--- src/rtl/drp_adc_responder.sv ---
`default_nettype none
// ============================================================================
//  Module      : drp_adc_responder
//  Description : DRP responder modelling the XADC dynamic reconfiguration
//                port. It holds a 128 x 16 register space: 0x00-0x3F is
//                read-only status filled from a sample stream, and 0x40-0x7F
//                is read/write configuration. It also generates BUSY,
//                CHANNEL, EOC and EOS.
//  Optional    : define DRP_ERR_CHECK_EN to add the sticky DRP_ERR output.
//  Ports       : DCLK, RESET (async, active-high)
//                DEN/DWE/DADDR/DI -> DO/DRDY          DRP access
//                SAMPLE_VALID/CH/DATA/LAST            conversion results in
//                BUSY, CHANNEL, EOC, EOS              ADC status out
//                DRP_ERR (optional)                   protocol error flag
//  Revision    : 1.0 - initial release
// ============================================================================
module drp_adc_responder #(
    parameter int RD_LATENCY  = 4,   // DEN cycle to DRDY cycle, 1..15
    parameter int BUSY_CYCLES = 16   // BUSY length, 1..255
) (
    input  logic        DCLK,
    input  logic        RESET,
    input  logic        DEN,
    input  logic        DWE,
    input  logic [6:0]  DADDR,
    input  logic [15:0] DI,
    output logic [15:0] DO,
    output logic        DRDY,
    input  logic        SAMPLE_VALID,
    input  logic [4:0]  SAMPLE_CH,
    input  logic [15:0] SAMPLE_DATA,
    input  logic        SAMPLE_LAST,
    output logic        BUSY,
    output logic [4:0]  CHANNEL,
    output logic        EOC,
    output logic        EOS
`ifdef DRP_ERR_CHECK_EN
    ,
    output logic        DRP_ERR
`endif
);

    localparam logic [3:0] c_LAT_LOAD  = 4'(RD_LATENCY - 1);
    localparam logic [7:0] c_BUSY_LOAD = 8'(BUSY_CYCLES);

    typedef enum logic [1:0] {
        ST_IDLE = 2'd0,
        ST_WAIT = 2'd1,
        ST_RESP = 2'd2
    } state_t;

    state_t      r_state;
    state_t      w_state_nxt;

    // Captured transaction
    logic [6:0]  r_addr;
    logic        r_we;
    logic [15:0] r_di;
    logic [15:0] r_snap;
    logic [3:0]  r_lat_cnt;

    // Register space. Only 0x00-0x1F of the status half can ever be written
    // (by samples), so 0x20-0x3F is not stored and always reads zero.
    logic [15:0] r_status [32];
    logic [15:0] r_cfg    [64];

    logic [7:0]  r_busy_cnt;
    logic        r_eoc;
    logic        r_eos;
    logic [4:0]  r_channel;

    logic [15:0] w_rd_data;
    logic        w_commit;
    logic        w_sample_acc;
    logic        w_busy_trig;

    // ------------------------------------------------------------------
    // Read mux over the current (pre-update) register contents
    // ------------------------------------------------------------------
    always_comb begin
        w_rd_data = 16'h0000;
        if (DADDR[6]) begin
            w_rd_data = r_cfg[DADDR[5:0]];
        end else if (!DADDR[5]) begin
            w_rd_data = r_status[DADDR[4:0]];
        end
    end

    assign w_commit     = (r_state == ST_RESP) && r_we;
    assign w_busy_trig  = w_commit && (r_addr inside {7'h40, 7'h41, 7'h42});
    assign BUSY         = (r_busy_cnt != 8'd0);
    assign w_sample_acc = SAMPLE_VALID && !BUSY;

    // ------------------------------------------------------------------
    // DRP FSM: state register
    // ------------------------------------------------------------------
    always_ff @(posedge DCLK or posedge RESET) begin
        if (RESET) begin
            r_state <= ST_IDLE;
        end else begin
            r_state <= w_state_nxt;
        end
    end

    // ------------------------------------------------------------------
    // DRP FSM: next state and outputs. DEN outside IDLE is ignored.
    // ------------------------------------------------------------------
    always_comb begin
        w_state_nxt = r_state;
        DRDY        = 1'b0;
        DO          = 16'h0000;
        case (r_state)
            ST_IDLE: begin
                if (DEN) begin
                    w_state_nxt = (RD_LATENCY == 1) ? ST_RESP : ST_WAIT;
                end
            end
            ST_WAIT: begin
                // Counter holds the cycles still to wait; leave on the last
                if (r_lat_cnt <= 4'd1) begin
                    w_state_nxt = ST_RESP;
                end
            end
            ST_RESP: begin
                DRDY        = 1'b1;
                DO          = r_we ? 16'h0000 : r_snap;
                w_state_nxt = ST_IDLE;
            end
            default: begin
                w_state_nxt = ST_IDLE;
            end
        endcase
    end

    // ------------------------------------------------------------------
    // Transaction capture and latency counter
    // ------------------------------------------------------------------
    always_ff @(posedge DCLK or posedge RESET) begin
        if (RESET) begin
            r_addr    <= 7'd0;
            r_we      <= 1'b0;
            r_di      <= 16'h0000;
            r_snap    <= 16'h0000;
            r_lat_cnt <= 4'd0;
        end else begin
            if (r_state == ST_IDLE && DEN) begin
                r_addr    <= DADDR;
                r_we      <= DWE;
                r_di      <= DI;
                r_snap    <= w_rd_data;
                r_lat_cnt <= c_LAT_LOAD;
            end else if (r_state == ST_WAIT) begin
                r_lat_cnt <= r_lat_cnt - 4'd1;
            end
        end
    end

    // ------------------------------------------------------------------
    // Configuration registers: written on the RESP cycle only
    // ------------------------------------------------------------------
    always_ff @(posedge DCLK or posedge RESET) begin
        if (RESET) begin
            for (int i = 0; i < 64; i++) begin
                r_cfg[i] <= 16'h0000;
            end
        end else if (w_commit && r_addr[6]) begin
            r_cfg[r_addr[5:0]] <= r_di;
        end
    end

    // ------------------------------------------------------------------
    // Status registers and conversion flags
    // ------------------------------------------------------------------
    always_ff @(posedge DCLK or posedge RESET) begin
        if (RESET) begin
            for (int i = 0; i < 32; i++) begin
                r_status[i] <= 16'h0000;
            end
            r_eoc     <= 1'b0;
            r_eos     <= 1'b0;
            r_channel <= 5'd0;
        end else begin
            r_eoc <= w_sample_acc;
            r_eos <= w_sample_acc && SAMPLE_LAST;
            if (w_sample_acc) begin
                r_status[SAMPLE_CH] <= SAMPLE_DATA;
                r_channel           <= SAMPLE_CH;
            end
        end
    end

    assign EOC     = r_eoc;
    assign EOS     = r_eos;
    assign CHANNEL = r_channel;

    // ------------------------------------------------------------------
    // BUSY: loaded at reset and on a reconfiguring write, counts to zero.
    // A new trigger while counting restarts the window.
    // ------------------------------------------------------------------
    always_ff @(posedge DCLK or posedge RESET) begin
        if (RESET) begin
            r_busy_cnt <= c_BUSY_LOAD;
        end else if (w_busy_trig) begin
            r_busy_cnt <= c_BUSY_LOAD;
        end else if (r_busy_cnt != 8'd0) begin
            r_busy_cnt <= r_busy_cnt - 8'd1;
        end
    end

`ifdef DRP_ERR_CHECK_EN
    // ------------------------------------------------------------------
    // Sticky protocol error. A fresh error wins over a same-cycle clear.
    // ------------------------------------------------------------------
    logic r_err;

    always_ff @(posedge DCLK or posedge RESET) begin
        if (RESET) begin
            r_err <= 1'b0;
        end else if (DEN && ((r_state != ST_IDLE) || (DWE && !DADDR[6]))) begin
            r_err <= 1'b1;
        end else if (w_commit && (r_addr == 7'h7F)) begin
            r_err <= 1'b0;
        end
    end

    assign DRP_ERR = r_err;
`endif

endmodule
`default_nettype wire

--- config.mk ---
export PLATFORM = sky130hd
export DESIGN_NAME = drp_adc_responder
export DESIGN_NICKNAME = d
export VERILOG_FILES = /design/src/rtl/drp_adc_responder.sv
export SDC_FILE = /design/constraint.sdc
export NUM_CORES = 2
export LEC_CHECK = 0
export ABC_AREA = 1
export CELL_PAD_IN_SITES_DETAIL_PLACEMENT = 1
export CELL_PAD_IN_SITES_GLOBAL_PLACEMENT = 1
export CORE_MARGIN = 2
export CORE_UTILIZATION = 35
export CTS_BUF_LIST = sky130_fd_sc_hd__clkbuf_2 sky130_fd_sc_hd__clkbuf_4 sky130_fd_sc_hd__clkbuf_8
export DETAILED_ROUTE_END_ITERATION = 8
export PLACE_DENSITY = 0.68
export SYNTH_ARGS = -nofsm -noshare
export SYNTH_HDL_FRONTEND = slang
export SYNTH_SLANG_ARGS = --single-unit
--- constraint.sdc ---
create_clock -name DCLK -period 142.3 [get_ports DCLK]
set_input_delay 28.46 -clock DCLK [delete_from_list [all_inputs] [get_ports DCLK]]
set_output_delay 28.46 -clock DCLK [all_outputs]
set_load 0.1 [all_outputs]
# After elaboration in Yosys (flattened, before gate mapping)
# Index checks and enable logic that the tools add are counted.
[totals] register_bits=1597 output_inout_bits=25
[op_classes] n_addsub=2 n_lt_le_gt_ge=7 eq_ne=7 muxes=24 n_bitwise=4 n_reduce_logical=15
[op_table] operator="$bwmux 1024" n=1
[op_table] operator="$bwmux 512" n=1
[op_table] operator="$mux 16" n=10
[op_table] operator="$bmux 16 s6" n=1
[op_table] operator="$demux 16 s6" n=1
[op_table] operator="$bmux 16 s5" n=1
[op_table] operator="$demux 16 s5" n=1
[op_table] operator="$eq 7x7->1 const B" n=3
[op_table] operator="$mux 8" n=2
[op_table] operator="$ge 7x7->1 const B" n=2
[op_table] operator="$not 6->7" n=2
[op_table] operator="$ge 6x6->1 const B" n=2
[op_table] operator="$not 5->6" n=2
[op_table] operator="$logic_and 1x1->1" n=8
[op_table] operator="$mux 4" n=2
[op_table] operator="$reduce_bool 8->1" n=1
[op_table] operator="$sub 8x1->8 const B" n=1
[op_table] operator="$lt 7x1->1 const B" n=1
[op_table] operator="$lt 6x1->1 const B" n=1
[op_table] operator="$le 4x1->1 const B" n=1
[op_table] operator="$mux 2" n=2
[op_table] operator="$ne 2x2->1 const B" n=2
[op_table] operator="$pmux 2 s2" n=1
[op_table] operator="$reduce_bool 2->1" n=2
[op_table] operator="other kinds (8)" n=8

# Depth between registers and ports, before layout
[logic_depth] depth_word=6 mapped_depth=15 depth_no_buf=11

# Worst setup path after synthesis
# No wires, ideal clock.
[synth_path] path_kind="flip-flop to output port" start="reg r_state[0]" end="out DO[0]" t_arrival_ps=3078 t_required_ps=113840 setup_slack_ps=110762 stages_incl_launch_ff=5 n_path_buf=1 cell_sequence="dfrtp_1 > nor2_2 > nand2_1 > clkbuf_1 > nor2_1"
[synth_between] elab_chain_cells=2
[synth_rtl] element="start: declaration" line_no="52" text="state_t r_state;"
[synth_rtl] element="start signal: assignment" line_no="101" text="r_state <= w_state_nxt;"
[synth_rtl] element="$eq 2x2->1" line_no="112" text="case (r_state)"
[synth_rtl] element="$mux 16" line_no="112"
[synth_rtl] element="end: declaration" line_no="27" text="output logic [15:0] DO,"
# No other way between the ends.

# Worst setup path in the final report
[layout_path] start="in DADDR[0]" end="reg r_snap[9]"
[layout_between] elab_chain_cells=6 elab_cells_between_ends=10
[layout_rtl] element="start: declaration" line_no="25" text="input logic [6:0] DADDR,"
[layout_rtl] element="$not 5->6 (not written as such)" line_no="85" text="w_rd_data = r_status[DADDR[4:0]];"
[layout_rtl] element="$bmux 16 s5" line_no="85"
[layout_rtl] element="$mux 16 (not written as such) (2 in a row)" line_no="85"
[layout_rtl] element="$mux 16" line_no="84" text="end else if (!DADDR[5]) begin"
[layout_rtl] element="$mux 16 *" line_no="82" text="if (DADDR[6]) begin"
[layout_rtl] element="end signal: assignment" line_no="150" text="r_snap <= w_rd_data;"
[layout_rtl] element="end: declaration" line_no="59" text="logic [15:0] r_snap;"
# Mark *: on every way between the ends. The rest lies on a longest branch, timed or not. The select of a mux whose other input is x is not followed.
# A chain may end at the register's enable or synchronous reset.

==> reports/results.txt <==
Outcome: completed
Reg clk slew, reported paths: 0.06 ns
Syn_nets: 9,159
Setup_tns: 0 ns
Synthesized instance count: 9,106
Layout Nets: 8,868
FP Rows: 166
FF-to-FF End: r_cfg[811]$_DFFE_PP0P_
Most common cell after layout, fill and taps aside: nand2_1
Max stage delay on crit path: 0.93 ns
Hold path cells: 2
Die H: 458.6 µm
Hold WC Path Type: flop to flop
Arrival time at the worst endpoint: 33.61 ns
Max Cap Viol: 0
1st-iter DRT viols: 5,102
Placed wire-length estimate: 144,900 µm
Synthesized area per cell: 7.944 µm²
Unique masters post-synth: 31
Drt wl/cell: 22.11 µm
Global-route wire length before repair: 403,700 µm
Worst R2R Start: r_addr[0]$_DFFE_PP0P_
Most frequent cells in the layout: nand2_1 (3,605), dfrtp_1 (1,596), o21ai_0 (1,466)
Total GRT Usage: 24.55%
Worst path slowest cell: buf_4
Slew Viols, Final: 0
Die width: 458.6 µm
Final worst slack: 109.62 ns
RSZ-0062 raised after global routing: no
Post-cts hold buffer count: 0
Post-synthesis sequential area ratio: 55.25%
Initial antenna violation count: 4
Buffers added on ports: 74
Max Clk Rate: 0.03060 GHz
FF-to-FF setup slack: 138.60 ns
R2r worst-path depth: 4
Pwr per Cell Area: 14.21 nW/µm²
VDD IR-drop max: 0.01409 mV
Most used cell, CP: nand2_1
Inserted Clock Buffers: 297
Final period util: 22.97%
DR pass1 iterations: 5
Delay-heaviest family, CP: buffers and inverters
Vias per cell: 5.395
Initial Util: 35.29%
Skew-Pair Late Insertion Delay: 1.02 ns
Fill cells: 24,540
# Post-CTS Setup Buffers: 0
Worst path required time: 143.23 ns
Post-Syn Area: 72,340 µm²
Finish-stage setup viols: 0
Residual DRC: 0
Share of layout cells above drive strength 1: 7.592%
Final hold violations: 0
Ordered cell list for the critical path: buf_8 > inv_8 > buf_4 > buf_4 > buf_4 > nand2_1 > nand3_1 > nand3_1 > nand3_1 > nand2_1 > nand2_1 > nand3_1 > nand2_1 > inv_1 > nand2_1
CTS tree: done
Worst Path Buf+Inv: 6
WHS Endpoint: r_status[57]$_DFFE_PP0P_
Largest net degree at the start of global routing: 195
GPL Wtd Cong: 0.7998
Layout Skew: 0.04812 ns
Total number of vias: 63,140
GR Overflow Total: 0
Max Buffers Root-to-Sink: 4
Root buffer cell: clkbuf_8
CORE AREA: 205,000 µm²
Slew Limit Headroom: 14.04%
Post-detailed-route count of antenna-violating nets: 0
Yosys Warn Count: 0
H-tree depth: 5
DP Worst Slack: 108.83 ns
Synth Register Bits: 1,597
Worst slew pin tran: 1.286 ns
Worst setup SP type: input port
CTS sink cnt: 1,597
Leak: 36.09 nW
Post-CTS resize count: 0
Worst hold start: r_status[57]$_DFFE_PP0P_
Vias in the first global route: 65,620
Area grow syn2layout: 11.33%
Crit. End Element: flop
Crit path time final: 32.68 ns
DRT Wirelength: 258,700 µm
Crit Path Max Fanout: 139
Die area: 210,300 µm²
Crit Path Category: input port to flop
IO Count: 75
[synth_stat cells (all sizes together)]
master  number  area (µm²)
nand2     3605       13530
dfrtp     1596       39940
o21ai     1568        7848
nand3     1334        6676
clkbuf     628        2357
buf        171       789.5
inv        101       379.1
nor2        36       142.6
nor3        27       173.9
nand4       11       188.9
nor4         7       133.9
a21oi        5       25.02
ha           3       37.54
o31ai        3       22.52
clkinv       2       7.510
o211ai       2       15.01
or2          2       12.51
a211oi       1       7.510
and2         1       6.260
dfstp        1       26.28
xnor2        1       8.760
xor2         1       8.760
[worst max path at each step]
stage,start,to,cells past startpoint
floorplan,RESET,CHANNEL[0]$_DFFE_PP0P_,1
global placement,DADDR[0],r_snap[9]$_DFFE_PP0P_,15
detailed placement,DADDR[0],r_snap[9]$_DFFE_PP0P_,15
CTS,r_state[0]$_DFFE_PP0P_,DO[10],4
global route,DADDR[0],r_snap[9]$_DFFE_PP0P_,15
finish,DADDR[0],r_snap[9]$_DFFE_PP0P_,15
[cell type report]
type	instances	area [µm²]	area share (%)
Sequential cell	1597	39960	49.63
Multi-Input combinational cell	6607	28860	35.84
Clock buffer	474	5873	7.293
Tap cell	2688	3363	4.176
Timing Repair Buffer	209	1849	2.296
Inverter	103	419.2	0.5205
Clock inverter	20	185.2	0.2299
Antenna cell	6	15.01	0.01864
[worst min-delay path, stage by stage, from the launching register on]
cell and delay [ns]:
dfrtp_1 0.34, nand2_1 0.05, o21ai_0 0.05
[kinds of logic after synthesis]
kind of cell / count (synthesis) / share of synthesized area (%)
AOI/OAI and AO/OA: 1579 / 10.95
DFF: 1597 / 55.25
buffers and inverters: 902 / 4.885
and+or+nand+nor: 5023 / 28.85
adders and majority gates: 3 / 0.05190
xor gates and xnor gates: 2 / 0.02422
[power breakdown]
group	switching [mW]	internal, mW
logic	0.146	0.0347
registers	0.0194	0.483
clock network	0.197	0.265
total	0.363	0.782
[state kept, by name, summed over array words and instances, names as in the netlist]
signal / count
EOS: 1
r_cfg: 1024
r_we: 1
r_addr: 7
r_state: 2
EOC: 1
r_lat_cnt: 4
r_snap: 16
CHANNEL: 5
r_status: 512
r_busy_cnt: 8
r_di: 16
[layer usage]
| metal | GRT usage [%] | vias up | part of all wire (%) |
|---|---|---|---|
| met5 | 0 | - | 0.0089 |
| met1 | 32.80 | 32080 | 45 |
| met4 | 9.535 | 4 | 3.9 |
| li1 | - | 29150 | - |
| met2 | 40.60 | 1429 | 47 |
| met3 | 3.001 | 478 | 3.9 |
[per-stage QoR]
| stage | std cells | total power, mW | hold WS (ns) | area, µm² | utilization [%] |
|---|---|---|---|---|---|
| final | 11700 | 1.145 | 0.4813 | 80530 | 39.28 |
| after global routing | 11700 | 1.195 | 0.5004 | 80520 | 39.28 |
| after CTS | 11700 | 1.157 | 0.4866 | 80520 | 39.28 |
| after detailed placement | 11200 | 0.6919 | 0.4726 | 74460 | 36.32 |
| after global placement | 11200 | 0.6870 | 0.4652 | 74460 | 36.32 |
| after floorplan | 9106 | 0.6146 | 0.4425 | 72340 | - |
Note: power is estimated with default switching activity, not from simulation.
